$ cat config.mk
export PLATFORM = sky130hd
export DESIGN_NAME = updown_sweep_ctrl
export DESIGN_NICKNAME = d
export VERILOG_FILES = /design/src/rtl/updown_sweep_ctrl.sv
export SDC_FILE = /design/constraint.sdc
export NUM_CORES = 1
export LEC_CHECK = 0
export CELL_PAD_IN_SITES_DETAIL_PLACEMENT = 1
export CELL_PAD_IN_SITES_GLOBAL_PLACEMENT = 2
export CORE_MARGIN = 2
export CORE_UTILIZATION = 36
export CTS_CLUSTER_SIZE = 12
export DETAILED_ROUTE_END_ITERATION = 8
export GPL_TIMING_DRIVEN = 0
export PLACE_DENSITY = 0.94
export SLEW_MARGIN = 25
export SYNTH_ARGS = -nofsm -noshare
export SYNTH_HDL_FRONTEND = slang
export SYNTH_SLANG_ARGS = --single-unit
$ cat constraint.sdc
create_clock -name clk -period 4.7 [get_ports clk]
set_clock_uncertainty 0.2 [all_clocks]
set_input_delay 0.94 -clock clk [delete_from_list [all_inputs] [get_ports clk]]
set_output_delay 0.94 -clock clk [all_outputs]
set_load 0.01 [all_outputs]
$ cat src/rtl/updown_sweep_ctrl.sv
// updown_sweep_ctrl
// Drives a WIDTH-bit up/down counter from a lower bound to an upper bound and
// back, repeating for a programmed number of sweeps, then pulses done.
// The bounds and sweep count are captured when a start is accepted, so input
// changes during a run have no effect. All outputs are registered. Each output
// register is loaded from the next-state decode, so it changes on the same
// edge as the state.

module updown_sweep_ctrl #(
  parameter int WIDTH = 4,
  parameter int CW    = 4
) (
  input  logic             clk,
  input  logic             reset,
  input  logic             start,
  input  logic             abort,
  input  logic [WIDTH-1:0] lo,
  input  logic [WIDTH-1:0] hi,
  input  logic [CW-1:0]    cycles,
  output logic [WIDTH-1:0] Q,
  output logic             M,
  output logic             busy,
  output logic             done,
  output logic             err,
  output logic [CW-1:0]    sweeps
);

  typedef enum logic [1:0] {
    S_IDLE = 2'd0,
    S_UP   = 2'd1,
    S_DOWN = 2'd2,
    S_DONE = 2'd3
  } state_t;

  localparam logic [WIDTH-1:0] ONE_W  = {{(WIDTH-1){1'b0}}, 1'b1};
  localparam logic [WIDTH-1:0] ZERO_W = {WIDTH{1'b0}};
  localparam logic [CW-1:0]    ONE_C  = {{(CW-1){1'b0}}, 1'b1};
  localparam logic [CW-1:0]    ZERO_C = {CW{1'b0}};

  // Registered state and datapath
  state_t           r_state;
  logic [WIDTH-1:0] r_q;
  logic [WIDTH-1:0] r_lo;
  logic [WIDTH-1:0] r_hi;
  logic [CW-1:0]    r_cycles;
  logic [CW-1:0]    r_sweeps;
  logic             r_m;
  logic             r_busy;
  logic             r_done;
  logic             r_err;

  // Next-state values
  state_t           w_next_state;
  logic [WIDTH-1:0] w_q_next;
  logic [WIDTH-1:0] w_lo_next;
  logic [WIDTH-1:0] w_hi_next;
  logic [CW-1:0]    w_cycles_next;
  logic [CW-1:0]    w_sweeps_next;
  logic             w_err_next;
  logic             w_start_ok;
  logic [CW-1:0]    w_sweeps_inc;

  // A start is only legal with a non-empty range and a non-zero sweep count.
  // This also guarantees the counter never wraps during a run.
  assign w_start_ok   = (lo < hi) && (cycles != ZERO_C);
  assign w_sweeps_inc = r_sweeps + ONE_C;

  // Next-state, counter and bookkeeping decode
  always_comb begin
    w_next_state  = r_state;
    w_q_next      = r_q;
    w_lo_next     = r_lo;
    w_hi_next     = r_hi;
    w_cycles_next = r_cycles;
    w_sweeps_next = r_sweeps;
    w_err_next    = 1'b0;
    case (r_state)
      S_IDLE: begin
        // Abort wins over a simultaneous start: no run and no error.
        if (start && !abort) begin
          if (w_start_ok) begin
            w_lo_next     = lo;
            w_hi_next     = hi;
            w_cycles_next = cycles;
            w_q_next      = lo;
            w_sweeps_next = ZERO_C;
            w_next_state  = S_UP;
          end else begin
            w_err_next    = 1'b1;
          end
        end else begin
          w_next_state = S_IDLE;
        end
      end
      S_UP: begin
        if (abort) begin
          w_next_state = S_IDLE;
        end else if (r_q == r_hi) begin
          // The turnaround: hi is shown for one cycle, then count down.
          w_q_next     = r_q - ONE_W;
          w_next_state = S_DOWN;
        end else begin
          w_q_next     = r_q + ONE_W;
        end
      end
      S_DOWN: begin
        if (abort) begin
          w_next_state = S_IDLE;
        end else if (r_q == r_lo) begin
          w_sweeps_next = w_sweeps_inc;
          if (w_sweeps_inc == r_cycles) begin
            // Last sweep: park the counter on lo.
            w_next_state = S_DONE;
          end else begin
            w_q_next     = r_q + ONE_W;
            w_next_state = S_UP;
          end
        end else begin
          w_q_next = r_q - ONE_W;
        end
      end
      S_DONE: begin
        // DONE always falls back to IDLE; start is ignored here, and abort
        // has the same effect.
        w_next_state = S_IDLE;
      end
      default: begin
        w_next_state = S_IDLE;
        w_q_next     = ZERO_W;
      end
    endcase
  end

  // State, counter and latched run parameters
  always_ff @(posedge clk or posedge reset) begin
    if (reset) begin
      r_state  <= S_IDLE;
      r_q      <= ZERO_W;
      r_lo     <= ZERO_W;
      r_hi     <= ZERO_W;
      r_cycles <= ZERO_C;
      r_sweeps <= ZERO_C;
    end else begin
      r_state  <= w_next_state;
      r_q      <= w_q_next;
      r_lo     <= w_lo_next;
      r_hi     <= w_hi_next;
      r_cycles <= w_cycles_next;
      r_sweeps <= w_sweeps_next;
    end
  end

  // Status flags registered from the next state so they align with the state
  always_ff @(posedge clk or posedge reset) begin
    if (reset) begin
      r_m    <= 1'b0;
      r_busy <= 1'b0;
      r_done <= 1'b0;
      r_err  <= 1'b0;
    end else begin
      r_m    <= (w_next_state == S_UP);
      r_busy <= (w_next_state == S_UP) || (w_next_state == S_DOWN);
      r_done <= (w_next_state == S_DONE);
      r_err  <= w_err_next;
    end
  end

  assign Q      = r_q;
  assign M      = r_m;
  assign busy   = r_busy;
  assign done   = r_done;
  assign err    = r_err;
  assign sweeps = r_sweeps;

endmodule
# == Word-level counts from Yosys, hierarchy flattened ==
# Cells that the tools add are included.
# word_totals
regBits,26
latch_bits,0
mem_bits_rw,0
mem_bits_ro,0
n_memories,0
# op_classes
n_addsub,3
mul,0
div,0
magnitude_cmp,1
n_eq_ne,15
shift,0
mux,24
bitwise_logic,0
n_reduce_logical,11
# ops
operator,n
4-bit 2-to-1 mux,11
2-bit 2-to-1 mux,7
4-bit == test,3
4-bit case mux with 3 select lines,1
2-bit inequality test (second input constant),5
4-bit by 1-bit adder with 4-bit output (second input constant),2
2-bit == test (second input constant),4
2-bit case mux with 4 select lines,1
4-bit case mux with 2 select lines,1
6-bit AND reduction,1
5-bit AND reduction,1
2-bit by 1-bit == test with 1-bit output (second input constant),2
4-bit < comparator,1
4-bit nonzero test,1
4-bit by 1-bit subtractor with 4-bit output (second input constant),1
1-bit 2-to-1 mux,3
3-bit inequality test (second input constant),1
3-bit AND reduction,1
3-bit nonzero test,1
1-bit logical AND,2
2-bit zero test,1
2-bit nonzero test,1
1-bit zero test,1
1-bit logical OR,1

# == Logic depth before layout (Yosys ltp) ==
# Gate-level depths: netlist of the first run.
# depth
word_depth,8
mapped_depth,10
depth_no_buf,9

# == Least setup slack after synthesis of the first run ==
# No wires, ideal clock.
# synth_timing
path_kind,input to register
start,input hi[2]
end,register r_cycles[3]
t_arrival_ns,2.422
setup_slack_ns,1.953
stages,6
path_buffers,1
cell_sequence,inv_1 -> ha_1 -> o21ai_0 -> o2111ai_1 -> buf_2 -> mux2_2
# synth_via
elab_chain_len,3
# synth_lines
item,line_no,rtl
from (decl),18,"input logic [WIDTH-1:0] hi,"
4-bit < comparator,65,assign w_start_ok = (lo < hi) && (cycles != ZERO_C);
1-bit logical AND,65,
3-bit AND reduction (no source line),n/a,
to (signal assigned),148,r_cycles <= w_cycles_next;
to (decl),45,logic [CW-1:0] r_cycles;
# No other way between the ends.
# A chain may end at the register's enable or synchronous reset.

# == Final worst setup path of the first run ==
# layout_timing
start,input lo[2]
end,register r_lo[0]
# layout_via
elab_chain_len,3
# layout_lines
item,line_no,rtl
from (decl),17,"input logic [WIDTH-1:0] lo,"
4-bit < comparator,65,
1-bit logical AND,65,
3-bit AND reduction (no source line),n/a,
to (signal assigned),146,r_lo <= w_lo_next;
to (decl),43,logic [WIDTH-1:0] r_lo;
# No other way between the ends.

==> key figures, run 1 <==
Timing
  • RSZ-0062 raised after global routing: false
  • Period utilisation layout: 69.3%
  • Hold violation total from the final report: 0
  • Max Slew Vio Count: 0
  • Final worst slack: 1440 ps
  • FMAX: 0.307 GHz
  • Final setup vio count: 0
  • Setup tns final: 0 ps
  • Minimum clock period: 3260 ps
  • Normalized max-slew margin: 51.4%
  • Measured slew at the worst slew-check pin: 728 ps

Yosys
  • Synth top area share: 38.2%
  • Post-synthesis cell count: 163
  • Largest cells by area after synthesis: dfrtp_1, ha_1, mux2_2, inv_1, xnor2_1
  • Post-synth ARST share: 100%
  • Synth area leader: dfrtp_1
  • Yosys cell types: 45
  • Top FF cell, synth: dfrtp_1
  • Sequential cell area fraction in the yosys report: 38.2%
  • Post-Syn Nets: 191
  • Post-synth EDFFs: 0
  • Synth warn: 0
  • Syn_area_per_cell: 10.4 um2
  • Seq cells post-synth: 26
  • Syn Std Cell Area: 0.00170 mm2

Run status
  • Status: complete, no violations

Worst setup path
  • CP max stage cell: o2111ai_1
  • Worst setup SP type: input pin
  • Worst path bufs/invs: 2
  • Crit-path cells: clkdlybuf4s50_1 > ha_1 > o21ai_0 > o2111ai_1 > buf_2 > mux2_2
  • Critical path fanouts, max: 10
  • Required @ worst endpoint: 4670 ps
  • Slowest cell delay on critical path: 650 ps
  • Worst setup EP type: flop
  • Critical Path AT: 3230 ps
  • R2R Path End: Q[2]$_DFFE_PP0P_
  • R2R Setup Slk: 2270 ps
  • CP top delay family: buffers and inverters
  • Worst R2R Start: r_state[0]$_DFF_PP0_
  • R2R cell count: 9
  • Crit Path Category: in2reg

Placed design
  • Pre-CTS setup slack: 1130 ps
  • HPWL after DPL: 3.07 mm
  • Placed instance area: 0.00204 mm2
  • I/O Buffers: 27
  • Placer Congestion: 0.727

Worst hold path
  • Hold Path Class: reg2reg
  • WHS Endpoint: r_hi[2]$_DFFE_PP0P_
  • Hold path depth: 2
  • HP Start: r_hi[2]$_DFFE_PP0P_

Global route
  • Initial antenna violation count: 0
  • First-pass GRT wire length: 6.81 mm
  • Number of global-route vias before repair: 1,411
  • Grt ovf: 0
  • Largest net degree at the start of global routing: 27
  • GRT Util Overall: 16.9%

Cells and area
  • P&R area growth vs syn: 23.1%
  • Share of layout cells above drive strength 1: 15.5%
  • Commonest non-fill, non-tap cell in the layout: clkdlybuf4s50_1
  • Diodes inserted: 0
  • Final Cell Area: 0.00209 mm2
  • Most frequent cells in the layout: clkdlybuf4s50_1, dfrtp_1, inv_1, o21ai_0, ha_1
  • Fillers: 546
  • Nets: 223

Power
  • Flop pwr share: 40.0%
  • Clock power frac: 19.4%
  • Pint: 0.503 mW
  • Sw frac: 36.0%
  • P_sw: 0.282 mW
  • PwrDens: 375 mW/mm2
  • VDD IR-drop max: 166 uV
  • Comb power frac: 40.6%
  • Static Leakage: 0.900 nW
  • Final total power: 0.785 mW

Detailed routing
  • Pre-antenna DRT Iters: 4
  • Post-DRT Antenna Nets: 0
  • Via density: 5.25
  • DRC viols: 0
  • Wire length per cell: 16.1 um
  • DRT Wirelength: 3.99 mm
  • Vias post-DR: 1,301
  • Initial detailed-routing violation count: 49

Floorplanning
  • Initial Util: 36.8%
  • IO Count: 28
  • Die width: 72.8 um
  • Row count: 25
  • Die Ht: 72.8 um
  • Die area: 0.00529 mm2
  • Core ar.: 0.00463 mm2

CTS
  • Setup bufs post-CTS: 0
  • Sink Count: 26
  • Longest Clk Path Bufs: 2
  • CTS Buf Count: 3
  • Skew-Pair Late Insertion Delay: 280 ps
  • Hold-fix buffers, CTS: 0
  • H-tree Lvls: 1
  • PostCTS Resize Cnt: 0
  • Clock transition at the registers of the reported paths: 100 ps
  • Clock Root Buffer: clkbuf_8
  • CTS tree: built

Run
  • Maximum capacitance violations: 0
==> power groups by stage <==
stage          sequential (mW)  combinational (mW)  clock [mW]
6_report                 0.314               0.319       0.152
5_1_grt                  0.321               0.354       0.171
4_1_cts                  0.316               0.325       0.159
3_5_place_dp             0.320               0.324           0
3_3_place_gp             0.316               0.312           0
2_1_floorplan            0.314               0.225           0
==> worst max path at each step <==
stage	from	endpoint	slack, ps	cells past startpoint
6_report	lo[2]	r_lo[0]$_DFFE_PP0P_	1440	6
3_3_place_gp	lo[2]	sweeps[1]$_DFFE_PP0P_	1130	7
3_5_place_dp	lo[2]	r_cycles[3]$_DFFE_PP0P_	1130	6
5_1_grt	lo[2]	sweeps[1]$_DFFE_PP0P_	1280	7
4_1_cts	lo[3]	r_cycles[3]$_DFFE_PP0P_	1430	6
2_1_floorplan	hi[2]	r_cycles[3]$_DFFE_PP0P_	1950	6
==> tightest hold or removal path: stages, from the launching register on <==
cell and delay [ps]:
dfrtp_1 390, nand2_1 60, o21ai_0 60
==> metrics by stage <==
stage	hold WS [ps]	cells	utilization, %
final	335	248	45.2
after CTS	340	248	45.2
after detailed placement	318	244	44.1
after global placement	306	244	44.1
after floorplan	269	163	-
after global routing	362	248	45.2
==> metal layers <==
layer  part of all wire [%]  global-route usage, %  vias up  wire length, um
met5                      0                      0        -                0
met4                    1.5                   5.56        0               60
met3                    1.8                   2.49        4               72
met2                     51                   28.9       17             2020
met1                     46                   21.9      640             1840
li1                       -                      -      640                -
==> cells by family (layout without fill, tap and decap cells) <==
family / after synthesis / in the layout / synth area share (%)
compound gates: 40 / 40 / 18.8
simple gates: 36 / 36 / 11.5
flops: 26 / 26 / 38.2
buf+inv: 23 / 54 / 6.40
xor+xnor: 13 / 13 / 8.01
mux: 13 / 13 / 8.31
fa+ha+maj: 12 / 12 / 8.82
==> cell type report <==
type / count / area (um2) / share of cell area [%]
Buffer: 6 / 45.0 / 2.15
Clock buffer: 4 / 55.1 / 2.63
Inverter: 17 / 63.8 / 3.05
Multi-Input combinational cell: 114 / 942 / 45.0
Sequential cell: 26 / 651 / 31.1
Tap cell: 54 / 67.6 / 3.23
Timing Repair Buffer: 27 / 270 / 12.9
==> sequential cells by signal, indices dropped and copies added (netlist names) <==
register  cells
M             1
busy          1
sweeps        4
r_hi          4
r_cycles      4
r_state       2
err           1
done          1
r_lo          4
Q             4
==> synth_stat cells (2+ instances only) <==
master / number
inv_1: 17
dfrtp_1: 26
nor2_1: 6
mux2_2: 9
o21a_1: 2
ha_1: 12
o211ai_1: 2
o221ai_1: 2
nand2_1: 11
a21oi_1: 4
o21ai_0: 12
a31oi_1: 5
mux2i_1: 4
nor3_1: 2
a21oi_2: 2
xor2_1: 4
xnor2_1: 7
nor2b_1: 2
buf_2: 3
nand3_1: 5
buf_6: 2
Note: power is estimated with default switching activity, not from simulation.
==> run 2: changes to the inputs <==
--- a/config.mk
+++ b/config.mk
@@ -8,11 +8,11 @@
 export CELL_PAD_IN_SITES_DETAIL_PLACEMENT = 1
 export CELL_PAD_IN_SITES_GLOBAL_PLACEMENT = 2
 export CORE_MARGIN = 2
-export CORE_UTILIZATION = 36
+export CORE_UTILIZATION = 34
 export CTS_CLUSTER_SIZE = 12
 export DETAILED_ROUTE_END_ITERATION = 8
 export GPL_TIMING_DRIVEN = 0
-export PLACE_DENSITY = 0.94
+export PLACE_DENSITY = 0.9
 export SLEW_MARGIN = 25
 export SYNTH_ARGS = -nofsm -noshare
 export SYNTH_HDL_FRONTEND = slang
==> constraint.sdc (replaced) <==
create_clock -name clk -period 3.3 [get_ports clk]
set_clock_uncertainty 0.2 [all_clocks]
set_input_delay 0.66 -clock clk [delete_from_list [all_inputs] [get_ports clk]]
set_output_delay 0.66 -clock clk [all_outputs]
set_load 0.01 [all_outputs]
==> run 2 against run 1 <==
  * Sequential share of layout area shrank 0.48 points
  * Clock power grew 80%
  * First-iteration DRC count grew 18%
  * Final area grew 1.6%
  * Non-clock buffer count is the same
  * Worst setup slack lost 1200 ps
  * Via count grew 1.5%
  * Critical path depth grew 1
  * Sequential power grew 42%
  * Power grew 50%
  * Register-to-register slack lost 1400 ps
  * Critical path type unchanged
  * Largest cell class unchanged
  * Sequential cell count is the same
==> key figures, run 2 (synthesized netlist as in run 1, its figures left out) <==
Run status
  • Status: complete, no violations

Detailed routing
  • DRT Wirelength: 3.89 mm
  • DRC viols: 0
  • Wire length per cell: 14.9 um
  • Vias post-DR: 1,320
  • Via density: 5.06
  • Initial detailed-routing violation count: 58
  • Pre-antenna DRT Iters: 4
  • Post-DRT Antenna Nets: 0

Cells and area
  • Commonest non-fill, non-tap cell in the layout: clkdlybuf4s50_1
  • Most frequent cells in the layout: clkdlybuf4s50_1, dfrtp_1, inv_1, o21ai_0, ha_1
  • Final Cell Area: 0.00213 mm2
  • Share of layout cells above drive strength 1: 15.5%
  • P&R area growth vs syn: 25.0%
  • Diodes inserted: 0
  • Nets: 223

CTS
  • CTS Buf Count: 3
  • Setup bufs post-CTS: 0
  • CTS tree: built
  • Sink Count: 26
  • Skew-Pair Late Insertion Delay: 280 ps
  • Clock transition at the registers of the reported paths: 100 ps
  • PostCTS Resize Cnt: 0
  • H-tree Lvls: 1
  • Hold-fix buffers, CTS: 0
  • Clock Root Buffer: clkbuf_8
  • Longest Clk Path Bufs: 2

Global route
  • GRT Util Overall: 15.4%
  • First-pass GRT wire length: 6.63 mm
  • Number of global-route vias before repair: 1,359
  • Initial antenna violation count: 0
  • Grt ovf: 0
  • Largest net degree at the start of global routing: 27

Power
  • Final total power: 1.17 mW
  • PwrDens: 552 mW/mm2
  • VDD IR-drop max: 240 uV
  • Static Leakage: 0.907 nW

Floorplanning
  • Die Ht: 74.7 um
  • Row count: 25
  • Core ar.: 0.00479 mm2
  • Die area: 0.00559 mm2
  • Initial Util: 35.6%
  • IO Count: 28
  • Die width: 74.7 um

Worst setup path
  • R2R Setup Slk: 880 ps
  • R2R cell count: 9
  • Critical Path AT: 3080 ps
  • End of the critical path: sweeps[1]$_DFFE_PP0P_
  • Worst setup SP type: input pin
  • Crit-path cells: clkdlybuf4s50_1 > ha_1 > o21ai_0 > o2111ai_1 > a21oi_1 > nand2_1 > a22o_1
  • Cell depth of the worst setup path: 7
  • Setup crit start: lo[2]
  • CP top delay family: compound AO/OA/AOI/OAI gates
  • Worst path bufs/invs: 1
  • Slowest cell delay on critical path: 490 ps
  • Worst setup EP type: flop
  • Required @ worst endpoint: 3280 ps
  • Critical path fanouts, max: 7
  • CP max stage cell: clkdlybuf4s50_1
  • R2R Path End: Q[2]$_DFFE_PP0P_
  • Crit Path Category: in2reg
  • Worst R2R Start: r_state[0]$_DFF_PP0_

Timing
  • Minimum clock period: 3110 ps
  • RSZ-0062 raised after global routing: false
  • Hold violation total from the final report: 0
  • Max Slew Vio Count: 0
  • Normalized max-slew margin: 52.0%
  • Final setup vio count: 0
  • FMAX: 0.322 GHz
  • Measured slew at the worst slew-check pin: 720 ps
  • Period utilisation layout: 94.2%

Worst hold path
  • Hold Path Class: reg2reg

Run
  • Maximum capacitance violations: 0

Placed design
  • I/O Buffers: 27
  • Placed instance area: 0.00206 mm2
  • HPWL after DPL: 3.01 mm
  • Placer Congestion: 0.782
run 2: cell types whose count changed in the layout (fill, tap and decap cells not counted):
cell       before  now
bufinv_16       0    1
clkbuf_8        4    3
run 2: final cells by class:
cell class                      count  area, um2
Buffer                              6       45.0
Tap cell                           67       83.8
Timing Repair Buffer               27        270
Sequential cell                    26        651
Fill cell                         545       2660
Inverter                           17       63.8
Clock inverter                      1       30.0
Multi-Input combinational cell    114        942
Clock buffer                        3       41.3
run 2: stage by stage:
stage	utilization [%]	hold WS, ps	worst slack [ps]	cells	TNS [ps]
5_1_grt	44.4	366	4.57	261	0
6_report	44.4	339	192	261	0
3_5_place_dp	43.0	319	-121	257	-447
2_1_floorplan	-	269	833	163	0
3_3_place_gp	43.0	309	-20.8	257	-57.9
4_1_cts	44.4	341	169	261	0
run 2: per-layer routing:
layer / wire, um / vias up / global-route usage (%)
met5: 0 / - / 0
met4: 44 / 0 / 3.57
met3: 71 / 4 / 1.61
met2: 1910 / 25 / 26.5
met1: 1870 / 653 / 21.1
li1: - / 638 / -
run 2: worst min path at each step:
stage / slack [ps] / endpoint / cells past startpoint / start
after floorplan: 270 / r_hi[2]$_DFFE_PP0P_ / 2 / r_hi[2]$_DFFE_PP0P_
after global placement: 310 / r_cycles[2]$_DFFE_PP0P_ / 1 / r_cycles[2]$_DFFE_PP0P_
after detailed placement: 320 / r_cycles[2]$_DFFE_PP0P_ / 1 / r_cycles[2]$_DFFE_PP0P_
after CTS: 340 / r_cycles[2]$_DFFE_PP0P_ / 1 / r_cycles[2]$_DFFE_PP0P_
after global routing: 370 / r_cycles[2]$_DFFE_PP0P_ / 1 / r_cycles[2]$_DFFE_PP0P_
final: 340 / r_cycles[2]$_DFFE_PP0P_ / 1 / r_cycles[2]$_DFFE_PP0P_
run 2: where the power goes:
group	internal (mW)	total (mW)	leakage (nW)	switching, mW
registers	0.385	0.445	0.330	0.0605
logic	0.225	0.455	0.541	0.231
clock network	0.163	0.274	0.0357	0.112
